File: config.mk
export PLATFORM = sky130hd
export DESIGN_NAME = i2c_bus_arbiter
export DESIGN_NICKNAME = d
export VERILOG_FILES = /design/src/rtl/i2c_bus_arbiter.sv
export SDC_FILE = /design/constraint.sdc
export NUM_CORES = 1
export LEC_CHECK = 0
export CORE_MARGIN = 1.5
export CORE_UTILIZATION = 54
export CTS_CLUSTER_DIAMETER = 40
export CTS_CLUSTER_SIZE = 14
export DETAILED_ROUTE_END_ITERATION = 10
export PLACE_DENSITY = 0.84
export SLEW_MARGIN = 20
export SYNTH_ARGS = -nofsm -noshare
export SYNTH_HDL_FRONTEND = slang
export SYNTH_SLANG_ARGS = --single-unit
export TNS_END_PERCENT = 50
File: constraint.sdc
create_clock -name i_clk -period 3.5 [get_ports i_clk]
set_input_delay 0.35 -clock i_clk [delete_from_list [all_inputs] [get_ports i_clk]]
set_output_delay 0.35 -clock i_clk [all_outputs]
set_load 0.01 [all_outputs]
File: src/rtl/i2c_bus_arbiter.sv
// i2c_bus_arbiter: round-robin lock arbiter sharing one I2C wishbone controller between requesters.
// The grant is held across a whole I2C sequence; a watchdog reclaims an idle grant.
module i2c_bus_arbiter #(
    parameter int NUM_REQ        = 2,
    parameter int TIMEOUT_CYCLES = 160000
) (
    input  logic                   i_clk,
    input  logic                   i_reset,
    input  logic [NUM_REQ-1:0]     i_req,
    output logic [NUM_REQ-1:0]     o_gnt,
    input  logic [NUM_REQ-1:0]     i_wren,
    input  logic [NUM_REQ-1:0]     i_ren,
    input  logic [3*NUM_REQ-1:0]   i_addr,
    input  logic [8*NUM_REQ-1:0]   i_data,
    output logic [7:0]             o_rdata,
    output logic [NUM_REQ-1:0]     o_done,
    output logic [NUM_REQ-1:0]     o_data_val,
    output logic [NUM_REQ-1:0]     o_timeout,
    output logic                   o_busy,
    output logic                   o_wb_wren,
    output logic                   o_wb_ren,
    output logic [2:0]             o_wb_addr,
    output logic [7:0]             o_wb_data,
    input  logic [7:0]             i_wb_data,
    input  logic                   i_wb_data_val,
    input  logic                   i_wb_done
);
    localparam int IW = (NUM_REQ > 1) ? $clog2(NUM_REQ) : 1;

    typedef enum logic [1:0] {IDLE, GRANT, XFER, RELEASE} state_t;

    state_t          state, state_d;
    logic [IW-1:0]   owner, last_winner, pick;
    logic            pick_valid, is_write, owner_req, owner_wr, owner_rd;
    logic            cmp_ok, expire, wd_clear, wd_active;
    logic [31:0]     count;
    int              s;

    // Scan downward so the closest set bit after last_winner is the one kept.
    always_comb begin
        pick       = '0;
        pick_valid = 1'b0;
        s          = 0;
        for (int i = NUM_REQ; i >= 1; i--) begin
            s = int'(last_winner) + i;
            if (s >= NUM_REQ) s = s - NUM_REQ;
            if (i_req[IW'(s)]) begin
                pick       = IW'(s);
                pick_valid = 1'b1;
            end
        end
    end

    assign owner_req = i_req[owner];
    assign owner_wr  = i_wren[owner];
    assign owner_rd  = i_ren[owner];
    assign cmp_ok    = is_write ? i_wb_done : i_wb_data_val;
    assign expire    = count == 32'(TIMEOUT_CYCLES - 1);
    assign wd_active = (state == GRANT) || (state == XFER);
    assign wd_clear  = owner_wr || owner_rd || i_wb_done || i_wb_data_val;
    assign o_busy    = state != IDLE;

    always_comb begin
        state_d = state;
        case (state)
            IDLE:    state_d = pick_valid ? GRANT : IDLE;
            GRANT:   state_d = expire ? IDLE : !owner_req ? RELEASE : (owner_wr || owner_rd) ? XFER : GRANT;
            XFER:    state_d = cmp_ok ? (owner_req ? GRANT : RELEASE) : expire ? IDLE : XFER;
            default: state_d = IDLE;
        endcase
    end

    always_ff @(posedge i_clk or posedge i_reset) begin
        if (i_reset) begin
            state       <= IDLE;
            owner       <= '0;
            last_winner <= IW'(NUM_REQ - 1);
            is_write    <= 1'b0;
            count       <= '0;
            o_gnt       <= '0;
            o_done      <= '0;
            o_data_val  <= '0;
            o_timeout   <= '0;
            o_rdata     <= '0;
            o_wb_wren   <= 1'b0;
            o_wb_ren    <= 1'b0;
            o_wb_addr   <= '0;
            o_wb_data   <= '0;
        end else begin
            state      <= state_d;
            o_wb_wren  <= 1'b0;
            o_wb_ren   <= 1'b0;
            o_done     <= '0;
            o_data_val <= '0;
            o_timeout  <= '0;
            count      <= (wd_active && !wd_clear) ? count + 32'd1 : '0;
            case (state)
                IDLE: if (pick_valid) begin
                    owner       <= pick;
                    last_winner <= pick;
                    o_gnt       <= NUM_REQ'(1) << pick;
                end
                GRANT: if (expire) begin
                    o_timeout[owner] <= 1'b1;
                    o_gnt            <= '0;
                end else if (!owner_req) begin
                    o_gnt <= '0;
                end else if (owner_wr || owner_rd) begin
                    o_wb_wren <= owner_wr;
                    o_wb_ren  <= !owner_wr;
                    is_write  <= owner_wr;
                    o_wb_addr <= i_addr[3*int'(owner) +: 3];
                    o_wb_data <= i_data[8*int'(owner) +: 8];
                end
                XFER: if (cmp_ok) begin
                    if (is_write) o_done[owner] <= 1'b1;
                    else begin
                        o_data_val[owner] <= 1'b1;
                        o_rdata           <= i_wb_data;
                    end
                    if (!owner_req) o_gnt <= '0;
                end else if (expire) begin
                    o_timeout[owner] <= 1'b1;
                    o_gnt            <= '0;
                end
                default: ;
            endcase
        end
    end
endmodule

== After elaboration in Yosys (flattened, before gate mapping) ==
Index checks and enable logic that the tools add are counted.
Cells by class
  bitwise logic cells: 2
  mux-type cells: 51
  $mul: 1
  add/subtract/negate cells: 5
  shift operators: 3
  reduce and logical (&&, ||, !) cells: 15
  equal/unequal tests: 5
  magnitude comparators: 6
Operator list (number)
  2-bit 2-to-1 mux: 19
  32-bit by 1-bit adder with 32-bit output (second input constant): 1
  32-bit by 18-bit == test with 1-bit output (second input constant): 1
  32-bit 2-to-1 mux: 1
  1-bit 2-to-1 mux: 27
  16-bit by 5-bit variable part select with 8-bit output: 1
  2-bit case mux with 3 select lines: 2
  1-bit by 3-bit less-than comparator with 1-bit output (second input constant): 2
  3-bit AND reduction: 2
  6-bit by 4-bit variable part select with 3-bit output: 1
  1-bit logical OR: 4
  2-bit case mux with 2 select lines: 1
  4-bit AND reduction: 1
  1-bit by 2-bit adder with 3-bit output (second input constant): 1
  3-bit by 2-bit greater-or-equal comparator with 1-bit output (second input constant): 1
  2-bit by 1-bit multiplier with 3-bit output (first input constant): 1
  3-bit != test (second input constant): 1
  3-bit nonzero test: 1
  1-bit by 1-bit adder with 2-bit output (second input constant): 1
  2-bit by 1-bit == test with 1-bit output (second input constant): 1
  2-bit == test (second input constant): 1
  2-bit greater-or-equal comparator (second input constant): 1
  1-bit logical AND: 2
  1-bit logical NOT: 2
  other kinds (10): 12
Word-level totals
  input bits: 40
  output and inout bits: 30
  logic and storage cells: 102
  bits in registers: 66

== Longest topological paths before layout ==
  depth after elaboration: 11
  depth in mapped cells: 7
  gate-level depth less buffers: 6

== Worst setup path before layout ==
OpenSTA, ideal clock, no wires.
  path type: reg-to-reg
  start: register count[0]
  end: register o_wb_addr[0]
  setup time: 0.125 ns
  stages on the path, launching flop included: 8
  data required time: 3.375 ns
  arrival time: 1.989 ns
  path slack: 1.386 ns
  clock period less this slack: 2.114 ns
  path buffers: 1
  cell sequence: dfrtp_1 ha_1 nand3_2 or2_1 nor4_4 nor3_2 buf_6 mux2_4
On the way
  longest elaborated chain between the ends: 3
Ends and longest elaborated chain
  from (decl): line 36  | logic [31:0] count;
  from (signal assigned): line 96  | count <= (wd_active && !wd_clear) ? count + 32'd1 : '0;
  32-bit by 18-bit == test with 1-bit output: line 58  | assign expire = count == 32'(TIMEOUT_CYCLES - 1);
  1-bit inverter (no line)
  4-bit AND reduction (no line)
  to (signal assigned): line 112  | o_wb_addr <= i_addr[3*int'(owner) +: 3];
  to (decl): line 22  | output logic [2:0] o_wb_addr,
Every way passes these cells.
A chain may end at the register's enable or synchronous reset.

== Worst setup path after layout ==
  start: register count[0]
  end: register o_wb_addr[2]
Same word-level chain as after synthesis.

==> impl_metrics.sql <==
INSERT INTO impl_metrics (metric_group, metric, value, unit) VALUES
('global_route', 'antenna_found_initial', '0', ''),
('layout', 'drive_gt1_share', '15.2', '%'),
('hold_path', 'hp-class', 'in -> async', ''),
('setup_path', 'critical_path.reg2reg.startpoint', 'count[0]$_DFF_PP0_', ''),
('placement', 'port_buffers', '69', ''),
('floorplan', 'rows', '27', ''),
('global_route', 'first_pass_grt_wire_length', '11.9', 'mm'),
('layout', 'final_common_cell', 'clkdlybuf4s50_1', ''),
('sta', 'fin_crit_sh', '67.5', '%'),
('clock_network', 'cts_resized', '0', ''),
('sta', 'setup_viol', '0', ''),
('setup_path', 'critical_path.max_stage_delay', '0.62', 'ns'),
('global_route', 'maximum_number_of_pins_on_one_net_before_global_route_repair', '33', ''),
('clock_network', 'post_cts_hold_buffer_count', '0', ''),
('layout', 'final_net_count', '414', ''),
('setup_path', 'cpLargestDelayFamily', 'simple AND/OR/NAND/NOR gates', ''),
('synth', 'ys_top_cells_by_area', 'dfrtp_1, mux2_2, nor2_1', ''),
('sta', 'timing.final.hold_violations', '0', ''),
('setup_path', 'worstPathArrival', '2.59', 'ns'),
('sta', 'post-route-worst-setup-slack', '1.14', 'ns'),
('layout', 'multi_input_area', '1450', 'sq um'),
('layout', 'antennaDiodeCount', '0', ''),
('synth', 'synth_seq_area_share', '51.7', '%'),
('layout', 'non_filler_cell_area_final', '4160', 'sq um'),
('drt', 'drt.antenna.violating_nets', '0', ''),
('synth', 'postSynth.asyncResetShare', '100', '%'),
('setup_path', 'r2r_slack', '1.14', 'ns'),
('power', 'irDropWorstVdd', '0.504', 'mV'),
('synth', 'synth_compound_gate_area_share', '4.31', '%'),
('sta', 'drv_slew', '0', ''),
('synth', 'ys_warn_count', '0', ''),
('placement', 'place_ws', '0.875', 'ns'),
('clock_network', 'cts.clk_slew.worst_paths', '0.07', 'ns'),
('drt', 'drt-wirelength-per-cell', '16.0', 'um'),
('drt', 'total_vias_in_the_final_route', '2460', ''),
('synth', 'yosys.area.top_type', 'dfrtp_1', ''),
('synth', 'netlist_instances', '291', ''),
('setup_path', 'cpMaxStageDelayCell', 'nor4_4', ''),
('floorplan', 'fp.dieW', '79.9', 'um'),
('placement', 'detailedPlacementHpwl', '5.14', 'mm'),
('global_route', 'first_global_vias', '2546', ''),
('drt', 'drt_first_pass_iters', '4', ''),
('placement', 'place.gp.congestion', '0.861', ''),
('power', 'total_power', '0.00259', 'W'),
('clock_network', 'numClockSinks', '66', ''),
('setup_path', 'number_of_cells_on_the_critical_path', '6', ''),
('clock_network', 'clock_tree_root_driver_cell', 'clkbuf_8', ''),
('clock_network', 'tritoncts.num_buffers', '9', ''),
('synth', 'synth_fp_nets', '336', ''),
('clock_network', 'clock_tree.htree_level_count', '3', ''),
('drt', 'finalWirelength', '7.14', 'mm'),
('layout', 'area.growth.synth_to_final', '30.1', '%'),
('power', 'p_per_area', '624', 'nW/um^2'),
('layout', 'filler_cell_count', '387', ''),
('setup_path', 'cp_startpoint_kind', 'flip-flop', ''),
('sta', 'timing.max_slew.rel_slack', '52.8', '%'),
('setup_path', 'critical_path.endpoint', 'o_wb_addr[2]$_DFFE_PP0P_', ''),
('global_route', 'grt.total_usage', '24.8', '%'),
('synth', 'post_synth_fa_ha_maj_area_fraction', '1.96', '%'),
('setup_path', 'critPathRequiredTime', '3.73', 'ns'),
('status', 'status', 'complete, no violations', ''),
('sta', 'worst-slew-pin-transition', '0.706', 'ns'),
('clock_network', 'clock_path_buffers', '2', ''),
('run', 'maxCapViolCount', '0', ''),
('layout', 'mostFrequentLayoutCells', 'clkdlybuf4s50_1, dfrtp_1, nor2_1', ''),
('floorplan', 'chipHeight', '79.9', 'um'),
('drt', 'drc', '0', ''),
('power', 'power.static_leakage', '1.74', 'nW'),
('placement', 'dpl-instance-area', '3990', 'sq um'),
('drt', 'vias_per_cell', '5.52', ''),
('synth', 'synth_area_per_cell', '11.0', 'sq um');
[cells in the mapped netlist, types with 4 or more instances]
library cell and instances:
a21oi_1 5, and3_1 5, clkbuf_1 6, dfrtp_1 65
ha_1 5, inv_1 15, mux2_2 21, mux2_4 10
mux2i_1 4, nand2_1 13, nand3_1 12, nand4_1 12
nor2_1 45, nor4_1 5, o21ai_0 5, or3_1 4
xnor2_1 11, xor2_1 17
[power breakdown]
| group | internal (W) | switching (W) |
|---|---|---|
| clock | 0.000274 | 0.000279 |
| sequential | 0.000929 | 0.000102 |
| combinational | 0.000582 | 0.000427 |
| total | 0.00179 | 0.000808 |
[sequential cells by signal, indices dropped and copies added, names as in the netlist]
name and count:
count 32, is_write 1, last_winner 1, o_data_val 2, o_done 2, o_gnt 2, o_rdata 8, o_timeout 2
o_wb_addr 3, o_wb_data 8, o_wb_ren 1, o_wb_wren 1, owner 1, state 2
[area by class of cell]
type | count | share of cell area (%)
Tap cell | 72 | 2.17
Inverter | 15 | 1.35
Clock inverter | 3 | 0.361
Multi-Input combinational cell | 201 | 34.9
Clock buffer | 13 | 3.58
Timing Repair Buffer | 76 | 17.9
Sequential cell | 66 | 39.8
[worst register-to-register path, delay by kind of cell, from the launching register on]
| kind | cells | cell delay, ns |
|---|---|---|
| and+or+nand+nor | 4 | 1.29 |
| DFF | 1 | 0.39 |
| adders and majority gates | 1 | 0.21 |
| muxes | 1 | 0.35 |
[through the flow]
step	hold slack (ns)	instances
floorplan	0.455	291
global placement	0.466	430
detailed placement	0.493	430
CTS	0.417	446
global route	0.461	446
finish	0.414	446
[cells by family (layout without fill, tap and decap cells)]
group / after synthesis / in the layout
and+or+nand+nor: 112 / 112
buffers and inverters: 24 / 107
DFF: 66 / 66
adders and majority gates: 5 / 5
AOI/OAI and AO/OA: 21 / 21
muxes: 35 / 35
xor gates and xnor gates: 28 / 28
[how the worst min path moves through the flow]
| stage | to | depth (start not counted) | slack (ns) |
|---|---|---|---|
| finish | count[13]$_DFF_PP0_ | 2 | 0.41 |
| global route | count[13]$_DFF_PP0_ | 2 | 0.46 |
| CTS | o_rdata[1]$_DFFE_PP0P_ | 2 | 0.42 |
| detailed placement | o_rdata[5]$_DFFE_PP0P_ | 1 | 0.49 |
| global placement | count[0]$_DFF_PP0_ | 1 | 0.47 |
| floorplan | count[0]$_DFF_PP0_ | 1 | 0.45 |
[per-layer routing]
layer / part of all wire [%] / vias up / GRT usage [%]
met4: 2.4 / 0 / 9.48
met5: 0 / - / 0
li1: - / 1165 / -
met3: 7.7 / 18 / 10.5
met1: 40 / 1185 / 28.8
met2: 49 / 92 / 40.5
(Power assumes the default switching activity.)
